[src/rtl/wrd_pkg.sv]
// Shared word type and signed-max helper for the wake-word datapath.
package wrd_pkg;

    localparam int WRD_BW = 8;

    typedef logic signed [WRD_BW-1:0] wrd_word_t;

    // Ties keep the first operand, so a buffered value survives an equal input.
    function automatic wrd_word_t smax(input wrd_word_t a, input wrd_word_t b);
        return (b > a) ? b : a;
    endfunction

endpackage

[src/rtl/max_pool_buf.sv]
// Per-channel accumulation buffer: NUM_CH words, one write port, one async read port.
// Latency: read is combinational, write lands on the next edge; no backpressure (always writable).
module max_pool_buf #(
    parameter int BW     = 8,
    parameter int NUM_CH = 8,
    parameter int AW     = 3
) (
    input  logic          clk_i,
    input  logic          we_i,
    input  logic [AW-1:0] waddr_i,
    input  logic [BW-1:0] wdata_i,
    input  logic [AW-1:0] raddr_i,
    output logic [BW-1:0] rdata_o
);

    logic [BW-1:0] mem_q [NUM_CH];
    logic [BW-1:0] mem_d [NUM_CH];

    always_comb begin
        mem_d = mem_q;
        if (we_i) begin
            mem_d[waddr_i] = wdata_i;
        end
    end

    // Contents are never reset: the first frame of every pool overwrites them.
    always_ff @(posedge clk_i) begin
        mem_q <= mem_d;
    end

    assign rdata_o = mem_q[raddr_i];

endmodule

[src/rtl/max_pool.sv]
// Temporal max-pool over POOL_LEN frames of NUM_CH words; 1-cycle latency, registered output.
// Backpressure: ready_o stalls only in the emitting frame while the output register is held.
// Build option MAX_POOL_LAST_CHECK_EN: check last_i against channel count, raise sticky err_o.
module max_pool
    import wrd_pkg::*;
#(
    parameter int BW       = WRD_BW,
    parameter int NUM_CH   = 8,
    parameter int POOL_LEN = 2
) (
    input  logic          clk_i,
    input  logic          rst_n_i,
    input  logic [BW-1:0] data_i,
    input  logic          valid_i,
    input  logic          last_i,
    output logic          ready_o,
    output logic [BW-1:0] data_o,
    output logic          valid_o,
    output logic          last_o,
    input  logic          ready_i,
    output logic          err_o
);

    localparam int CH_W = (NUM_CH > 1) ? $clog2(NUM_CH) : 1;
    localparam int FR_W = (POOL_LEN > 1) ? $clog2(POOL_LEN) : 1;
    localparam logic [CH_W-1:0] CH_MAX = CH_W'(NUM_CH - 1);
    localparam logic [FR_W-1:0] FR_MAX = FR_W'(POOL_LEN - 1);

    logic [CH_W-1:0] ch_q, ch_d;
    logic [FR_W-1:0] fr_q, fr_d;
    logic [BW-1:0]   data_q, data_d;
    logic            valid_q, valid_d;
    logic            last_q, last_d;
    logic            err_q, err_d;

    logic            in_xfer, out_xfer, is_emit, ch_last, frame_end, len_err;
    logic            buf_we;
    logic [BW-1:0]   buf_rdata, buf_wdata, pooled;

`ifdef MAX_POOL_LAST_CHECK_EN
    // An early last closes the frame; a missing one is only flagged.
    assign frame_end = ch_last || last_i;
    assign len_err   = (last_i != ch_last);
`else
    logic unused_last;
    assign unused_last = last_i;
    assign frame_end   = ch_last;
    assign len_err     = 1'b0;
`endif

    always_comb begin
        is_emit   = (fr_q == FR_MAX);
        ch_last   = (ch_q == CH_MAX);
        ready_o   = is_emit ? (!valid_q || ready_i) : 1'b1;
        in_xfer   = valid_i && ready_o;
        out_xfer  = valid_q && ready_i;
        pooled    = smax(wrd_word_t'(buf_rdata), wrd_word_t'(data_i));
        buf_we    = in_xfer && !is_emit;
        buf_wdata = (fr_q == '0) ? data_i : pooled;

        ch_d    = ch_q;
        fr_d    = fr_q;
        data_d  = data_q;
        valid_d = valid_q;
        last_d  = last_q;
        err_d   = err_q;

        if (out_xfer) begin
            valid_d = 1'b0;
        end
        if (in_xfer) begin
            err_d = err_q || len_err;
            if (frame_end) begin
                ch_d = '0;
                fr_d = is_emit ? '0 : fr_q + FR_W'(1);
            end else begin
                ch_d = ch_q + CH_W'(1);
            end
            if (is_emit) begin
                // A single-frame pool never fills the buffer, so bypass it.
                data_d  = (POOL_LEN == 1) ? data_i : pooled;
                valid_d = 1'b1;
                last_d  = frame_end;
            end
        end
    end

    always_ff @(posedge clk_i) begin
        if (!rst_n_i) begin
            ch_q    <= '0;
            fr_q    <= '0;
            data_q  <= '0;
            valid_q <= 1'b0;
            last_q  <= 1'b0;
            err_q   <= 1'b0;
        end else begin
            ch_q    <= ch_d;
            fr_q    <= fr_d;
            data_q  <= data_d;
            valid_q <= valid_d;
            last_q  <= last_d;
            err_q   <= err_d;
        end
    end

    max_pool_buf #(
        .BW     (BW),
        .NUM_CH (NUM_CH),
        .AW     (CH_W)
    ) u_buf (
        .clk_i   (clk_i),
        .we_i    (buf_we),
        .waddr_i (ch_q),
        .wdata_i (buf_wdata),
        .raddr_i (ch_q),
        .rdata_o (buf_rdata)
    );

    assign data_o  = data_q;
    assign valid_o = valid_q;
    assign last_o  = last_q;
    assign err_o   = err_q;

endmodule
[config.mk]
export PLATFORM = sky130hd
export DESIGN_NAME = max_pool
export DESIGN_NICKNAME = d
export VERILOG_FILES = /design/src/rtl/wrd_pkg.sv /design/src/rtl/max_pool_buf.sv /design/src/rtl/max_pool.sv
export SDC_FILE = /design/constraint.sdc
export NUM_CORES = 1
export LEC_CHECK = 0
export CAP_MARGIN = 25
export CORE_MARGIN = 3
export CORE_UTILIZATION = 63
export CTS_CLUSTER_SIZE = 20
export DETAILED_ROUTE_END_ITERATION = 12
export GPL_ROUTABILITY_DRIVEN = 0
export PLACE_DENSITY_LB_ADDON = 0.3
export SKIP_CTS_REPAIR_TIMING = 1
export SLEW_MARGIN = 20
export SYNTH_ARGS = -nofsm -noshare
export SYNTH_HDL_FRONTEND = slang
export SYNTH_SLANG_ARGS = --single-unit
[constraint.sdc]
create_clock -name clk_i -period 7.2 [get_ports clk_i]
set_input_delay 1.8 -clock clk_i [delete_from_list [all_inputs] [get_ports clk_i]]
set_output_delay 1.8 -clock clk_i [all_outputs]
set_load 0.02 [all_outputs]
==> summary.txt, run 1 <==
Logic synthesis
  – Synth Area in XOR/XNOR: 0
  – Synth warn: 0
  – Mux cell area share after synthesis: 0.118
  – Largest family of logic cells by synthesized area: multiplexers
  – Seq/Total Area, Yosys: 0.622
  – Flops & latches, synth: 78
  – Syn Nets: 265
  – Synth cell types: 48
  – Mapped cell area: 0.00354 mm²
  – Ys async rst share: 0
  – Main synth FF type: edfxtp_1
  – Mapped Cells: 242
  – Avg Cell Area, Syn: 14.6 µm²
  – Adder-Cell Fraction of Synth Area: 0.0354
  – Number of synthesized flops with an enable pin: 64
  – Synth Area in Simple Gates: 0.0835
  – Synth Area in Compound Gates: 0.109

Timing
  – Setup ws final: 2.37 ns
  – Period utilization: 0.670
  – Final hold vios: 0
  – Setup TNS Final: 0 ns
  – Setup Viol. Count Final: 0
  – Slew @ Worst Pin: 0.934 ns
  – Final max-slew violation count: 0
  – Tmin final: 4.83 ns
  – RSZ-0062 raised after global routing: no
  – Worst hold slack: 0.497 ns
  – Achievable Freq: 207 MHz
  – Clk_skew: 0.0120 ns
  – Slew HR: 0.375

Route
  – WL final: 6.69 mm
  – Drt initial violations: 110
  – WL/cell: 19.6 µm
  – Vias per inst: 6.31
  – Via count: 2151
  – Drt first pass iters: 4
  – Post-DRT Antenna Nets: 0
  – Drt drc: 0

Setup path
  – Worst path cell trace: clkdlybuf4s50_1 -> nand3b_1 -> clkdlybuf4s50_1
  – Slowest Stage Delay on Critical Path: 0.62 ns
  – Most frequent CP cell: clkdlybuf4s50_1
  – Critical path peak fanout: 3
  – Crit path kind: input pin to primary output
  – WP data arrival: 3.03 ns
  – Nature of the critical path startpoint: input pin
  – Slowest cell on the critical path: clkdlybuf4s50_1
  – R2r setup slk: 3.57 ns
  – Buf/Inv on CP: 2
  – Worst EP required: 5.40 ns
  – Endpoint class of the critical path: primary output
  – Delay-heaviest family, CP: buffers and inverters

Status
  – Status: complete, no violations

Die
  – Chip width: 80.9 µm
  – Row Count: 26
  – Die Y: 80.9 µm
  – Die area: 0.00655 mm²
  – IO Count: 25
  – CORE AREA: 0.00527 mm²
  – Initial Util: 0.671

GRT
  – M1 GR Usage: 0.302
  – Vias in the first global route: 2021
  – Routing usage on met3: 0.0443
  – Initial antenna violation count: 0
  – First-pass GRT wire length: 10.6 mm
  – Total track usage: 0.228
  – Remaining Overflow, GRT: 0
  – Top Usage Layer GRT: met2
  – Met2 Usage GRT: 0.360
  – Pin count of the biggest net entering global routing: 31

CTS
  – CTS clk-pin slew, worst paths: 0.07 ns
  – CTS buffer count: 9
  – Longest Clk Path Bufs: 2
  – CTS tree: done
  – H-tree Lvls: 3
  – CTS sink cnt: 78
  – Worst skew pair latency: 0.35 ns
  – CTS root buf: clkbuf_8

Layout
  – Layout Utilization: 0.773
  – Layout cells sized above 1: 0.199
  – Antenna cell count: 0
  – Fill cells: 316
  – Most frequent cells in the layout: edfxtp_1 (64), clkdlybuf4s50_1 (22), nand2_1 (18), dfxtp_1 (14)
  – Fin cells: 341
  – Commonest non-fill, non-tap cell in the layout: edfxtp_1
  – Nets@finish: 289
  – Area growth from synthesis to layout: 15.1%

Place
  – DPL Wire Length: 4.36 mm
  – Setup WS pre-CTS: 2.38 ns
  – Port bufs: 22
  – Dpl cells: 324

Power
  – Pint: 0.775 mW
  – Clock group share of total power: 0.401
  – Register share of total power: 0.503
  – Net Sw Frac: 0.216
  – Switching power: 0.213 mW
  – Combinational Power Share: 0.096
  – PD cells: 243 mW/mm²
  – Leakage power: 1.35 nW
  – VDD IR max: 0.270 mV

Run
  – Number of max-cap violations: 0

Hold path
  – HP Class: flop to flop
sequential cells by signal, summed over array words and instances, names as in the netlist:
register     flops
ch_q             3
data_o           8
fr_q             1
last_o           1
u_buf.mem_q     64
valid_o          1
cells by family (layout without fill, tap and decap cells):
| logic type | Yosys count | count (layout) |
|---|---|---|
| multiplexers | 27 | 27 |
| buffers and inverters | 22 | 51 |
| other | 1 | 1 |
| flip-flops | 78 | 78 |
| AND/OR/NAND/NOR | 57 | 57 |
| adder cells (fa/ha/maj) | 10 | 10 |
| AO/OA/AOI/OAI | 47 | 47 |
cell usage after synthesis, types with 5 or more instances:
cell      count  share of area
inv_1         6         0.0064
a21oi_1       6         0.0085
o21a_1        8          0.017
ha_1         10          0.035
o221a_2       7          0.022
nand2_1      18          0.019
mux2i_1       8          0.023
nor3_1        7         0.0099
o22a_1        5          0.012
nor2_1        8         0.0085
mux2_2        5          0.016
mux4_2       10          0.064
edfxtp_1     64           0.54
clkbuf_1      7         0.0074
dfxtp_1      14          0.079
nand3_1       6         0.0085
path summary, 6_finish.rpt:
path,from,end,cells past startpoint
worst max-delay path,ready_i,ready_o,3
worst min-delay path,last_o$_SDFFE_PN0P_,last_o$_SDFFE_PN0P_,2
worst max register to register,ch_q[0]$_SDFFE_PN0P_,u_buf.mem_q[52]$_DFFE_PP_,9
worst min register to register,last_o$_SDFFE_PN0P_,last_o$_SDFFE_PN0P_,2
metrics by stage:
step / cell area, µm² / power, mW
6_report: 4070 / 0.988
5_1_grt: 4070 / 1.02
3_5_place_dp: 3810 / 0.600
4_1_cts: 4060 / 0.992
2_1_floorplan: 3540 / 0.577
3_3_place_gp: 3810 / 0.598
power groups by stage:
stage               combinational [mW]  sequential (mW)  clock [mW]
floorplan                       0.0697            0.507           0
global placement                0.0906            0.507           0
detailed placement              0.0923            0.508           0
CTS                             0.0936            0.498       0.401
global route                     0.103            0.498       0.420
finish                          0.0945            0.498       0.396
area by class of cell:
class	count	area, µm²	area share
Clock buffer	11	141	0.0347
Clock inverter	5	106	0.0261
Inverter	6	22.5	0.00553
Multi-Input combinational cell	142	1230	0.302
Sequential cell	78	2200	0.541
Tap cell	70	87.6	0.0215
Timing Repair Buffer	29	280	0.0688
routing by layer:
| metal | vias up | share of wire | routed length, µm |
|---|---|---|---|
| met3 | 15 | 0.062 | 414 |
| met1 | 1060 | 0.43 | 2870 |
| met5 | - | 0 | 0 |
| li1 | 993 | - | - |
| met4 | 0 | 0.027 | 178 |
| met2 | 83 | 0.48 | 3230 |
worst reg2reg max path, cell delays in order, from the launching register on:
cell and delay (ns):
dfxtp_1 0.31, buf_4 0.35, mux4_2 0.57, mux2i_1 0.38, ha_1 0.34, nand4_2 0.15
o21bai_1 0.12, o21ba_2 0.24, a211oi_4 0.43, mux2_2 0.47
(Power assumes the default switching activity.)
==> run 2: changes to the inputs <==
CORE_UTILIZATION = 58   (was 63)
clock period = 4.9 ns   (was 7.2 ns; I/O delays follow)
==> summary.txt, run 2 (synthesized netlist as in run 1, its figures left out) <==
Run
  – Number of max-cap violations: 0 (unchanged)

Layout
  – Layout cells sized above 1: 0.202 (+0.00294)
  – Area growth from synthesis to layout: 14.5%
  – Max reg flops: 64 (unchanged)
  – Fin cells: 344 (+0.88%)
  – Most frequent cells in the layout: edfxtp_1 (64), clkdlybuf4s50_1 (22), nand2_1 (18), dfxtp_1 (14)
  – Post-route cell area: 0.00405 mm² (-0.46%)
  – Nets@finish: 290 (+0.35%)
  – Top reg by flops: u_buf.mem_q
  – Layout Utilization: 0.710 (-0.0627)
  – Commonest non-fill, non-tap cell in the layout: edfxtp_1
  – Antenna cell count: 0 (unchanged)

Timing
  – Worst hold slack: 0.477 ns (-0.0208 ns)
  – Clk_skew: 0.00818 ns (-0.00377 ns)
  – Final hold vios: 0 (unchanged)
  – Achievable Freq: 256 MHz
  – Setup Viol. Count Final: 0 (unchanged)
  – Tmin final: 3.90 ns
  – Period utilization: 0.797
  – Slew HR: 0.370 (-0.00492)
  – Setup ws final: 0.996 ns (-1.38 ns)
  – Final max-slew violation count: 0 (unchanged)
  – Slew @ Worst Pin: 0.941 ns (+0.00735 ns)
  – RSZ-0062 raised after global routing: no
  – Setup TNS Final: 0 ns (unchanged)

Route
  – WL/cell: 20.3 µm (+3.6%)
  – Detail Route met3 WL: 530 µm (+28%)
  – Drt drc: 0 (unchanged)
  – Via count: 2178 (+1.3%)
  – Met2 wire len: 3.28 mm (+1.5%)
  – Drt initial violations: 130 (+18%)
  – Post-DRT Antenna Nets: 0 (unchanged)
  – Wl on met1: 3.06 mm (+6.6%)
  – Max Used Layer: met4
  – WL final: 6.99 mm (+4.5%)
  – Vias per inst: 6.33 (+0.37%)
  – Drt first pass iters: 4 (unchanged)

Place
  – Setup WS pre-CTS: 1.02 ns (-1.36 ns)
  – DPL Wire Length: 4.66 mm (+6.9%)
  – Placed cell area: 0.00382 mm² (+0.26%)
  – Port bufs: 22 (unchanged)
  – Dpl cells: 327 (+0.93%)

Die
  – Initial Util: 0.620 (-0.0516)
  – IO Count: 25 (unchanged)
  – Row Count: 27 (+3.8%)
  – CORE AREA: 0.00571 mm² (+8.3%)
  – Die area: 0.00707 mm² (+8.0%)
  – Die Y: 84.1 µm (+3.9%)
  – Chip width: 84.1 µm (+3.9%)

CTS
  – CTS tree: done
  – CTS buffer count: 9 (unchanged)
  – H-tree Lvls: 3 (unchanged)
  – Worst skew pair latency: 0.35 ns (about the same)
  – CTS sink cnt: 78 (unchanged)
  – CTS clk-pin slew, worst paths: 0.08 ns (about the same)
  – Longest Clk Path Bufs: 2 (unchanged)
  – CTS root buf: clkbuf_8

GRT
  – Remaining Overflow, GRT: 0 (unchanged)
  – Pin count of the biggest net entering global routing: 26 (-16%)
  – First-pass GRT wire length: 11.4 mm (+6.8%)
  – Vias in the first global route: 2153 (+6.5%)
  – Initial antenna violation count: 0 (unchanged)
  – Total track usage: 0.215 (-0.0131)

Setup path
  – Nature of the critical path startpoint: flop
  – Critical path peak fanout: 20 (+17)
  – Crit path kind: flop to flop
  – Critical path origin: ch_q[0]$_SDFFE_PN0P_
  – WP data arrival: 3.99 ns (+0.96 ns)
  – Worst EP required: 4.98 ns (-0.42 ns)
  – R2r endpoint: u_buf.mem_q[28]$_DFFE_PP_
  – Endpoint class of the critical path: flop
  – Worst R2R Path Depth: 9 (unchanged)
  – R2r setup slk: 1.0 ns (-2.57 ns)
  – Reg-to-reg critical path startpoint: ch_q[0]$_SDFFE_PN0P_
  – Worst Setup EP: u_buf.mem_q[28]$_DFFE_PP_

Power
  – PD cells: 346 mW/mm² (+42%)
  – Leakage power: 1.35 nW (-0.22%)
  – Pwr Total: 1.40 mW (+42%)
  – VDD IR max: 0.301 mV (+11%)

Hold path
  – HP Class: flop to flop

Status
  – Status: complete, no violations
## run 2: cell count changes in the layout (fill, tap and decap cells not counted)
cell	delta
clkbuf_8	-1
clkbuf_1	-1
clkinvlp_4	-1
clkinv_2	+1
clkinv_1	+1
buf_4	+1
bufinv_16	-1
inv_6	+2
## run 2: area by class of cell
| type | count | area [µm²] |
|---|---|---|
| Clock buffer | 9 | 124 |
| Clock inverter | 7 | 95.1 |
| Fill cell | 370 | 1660 |
| Inverter | 6 | 22.5 |
| Multi-Input combinational cell | 142 | 1230 |
| Sequential cell | 78 | 2200 |
| Tap cell | 72 | 90.1 |
| Timing Repair Buffer | 30 | 288 |
## run 2: how the worst min path moves through the flow
| stage | startpoint | endpoint | slack, ns | cells after the start |
|---|---|---|---|---|
| 3_5_place_dp | last_o$_SDFFE_PN0P_ | last_o$_SDFFE_PN0P_ | 0.47 | 2 |
| 2_1_floorplan | last_o$_SDFFE_PN0P_ | last_o$_SDFFE_PN0P_ | 0.54 | 2 |
| 6_report | last_o$_SDFFE_PN0P_ | last_o$_SDFFE_PN0P_ | 0.48 | 2 |
| 4_1_cts | last_o$_SDFFE_PN0P_ | last_o$_SDFFE_PN0P_ | 0.48 | 2 |
| 5_1_grt | last_o$_SDFFE_PN0P_ | last_o$_SDFFE_PN0P_ | 0.52 | 2 |
| 3_3_place_gp | last_o$_SDFFE_PN0P_ | last_o$_SDFFE_PN0P_ | 0.45 | 2 |
## run 2: power by group
part	internal (mW)	total, mW	switching, mW
clock	0.289	0.529	0.240
sequential	0.728	0.738	0.0104
combinational	0.0582	0.134	0.0753
total	1.08	1.40	0.326
## run 2: critical path, stage by stage (launching register included)
cell and delay, ns:
dfxtp_1 0.93, buf_4 0.30, mux4_2 0.54, mux2i_2 0.26, ha_1 0.19, nand4_1 0.12
o21ai_1 0.17, o21ba_2 0.21, a211oi_4 0.43, mux2_2 0.47
## run 2: routing by layer
layer | vias up | global-route usage
met5 | - | 0
met4 | 0 | 0.0906
met3 | 11 | 0.0592
met2 | 79 | 0.331
met1 | 1094 | 0.289
li1 | 994 | -
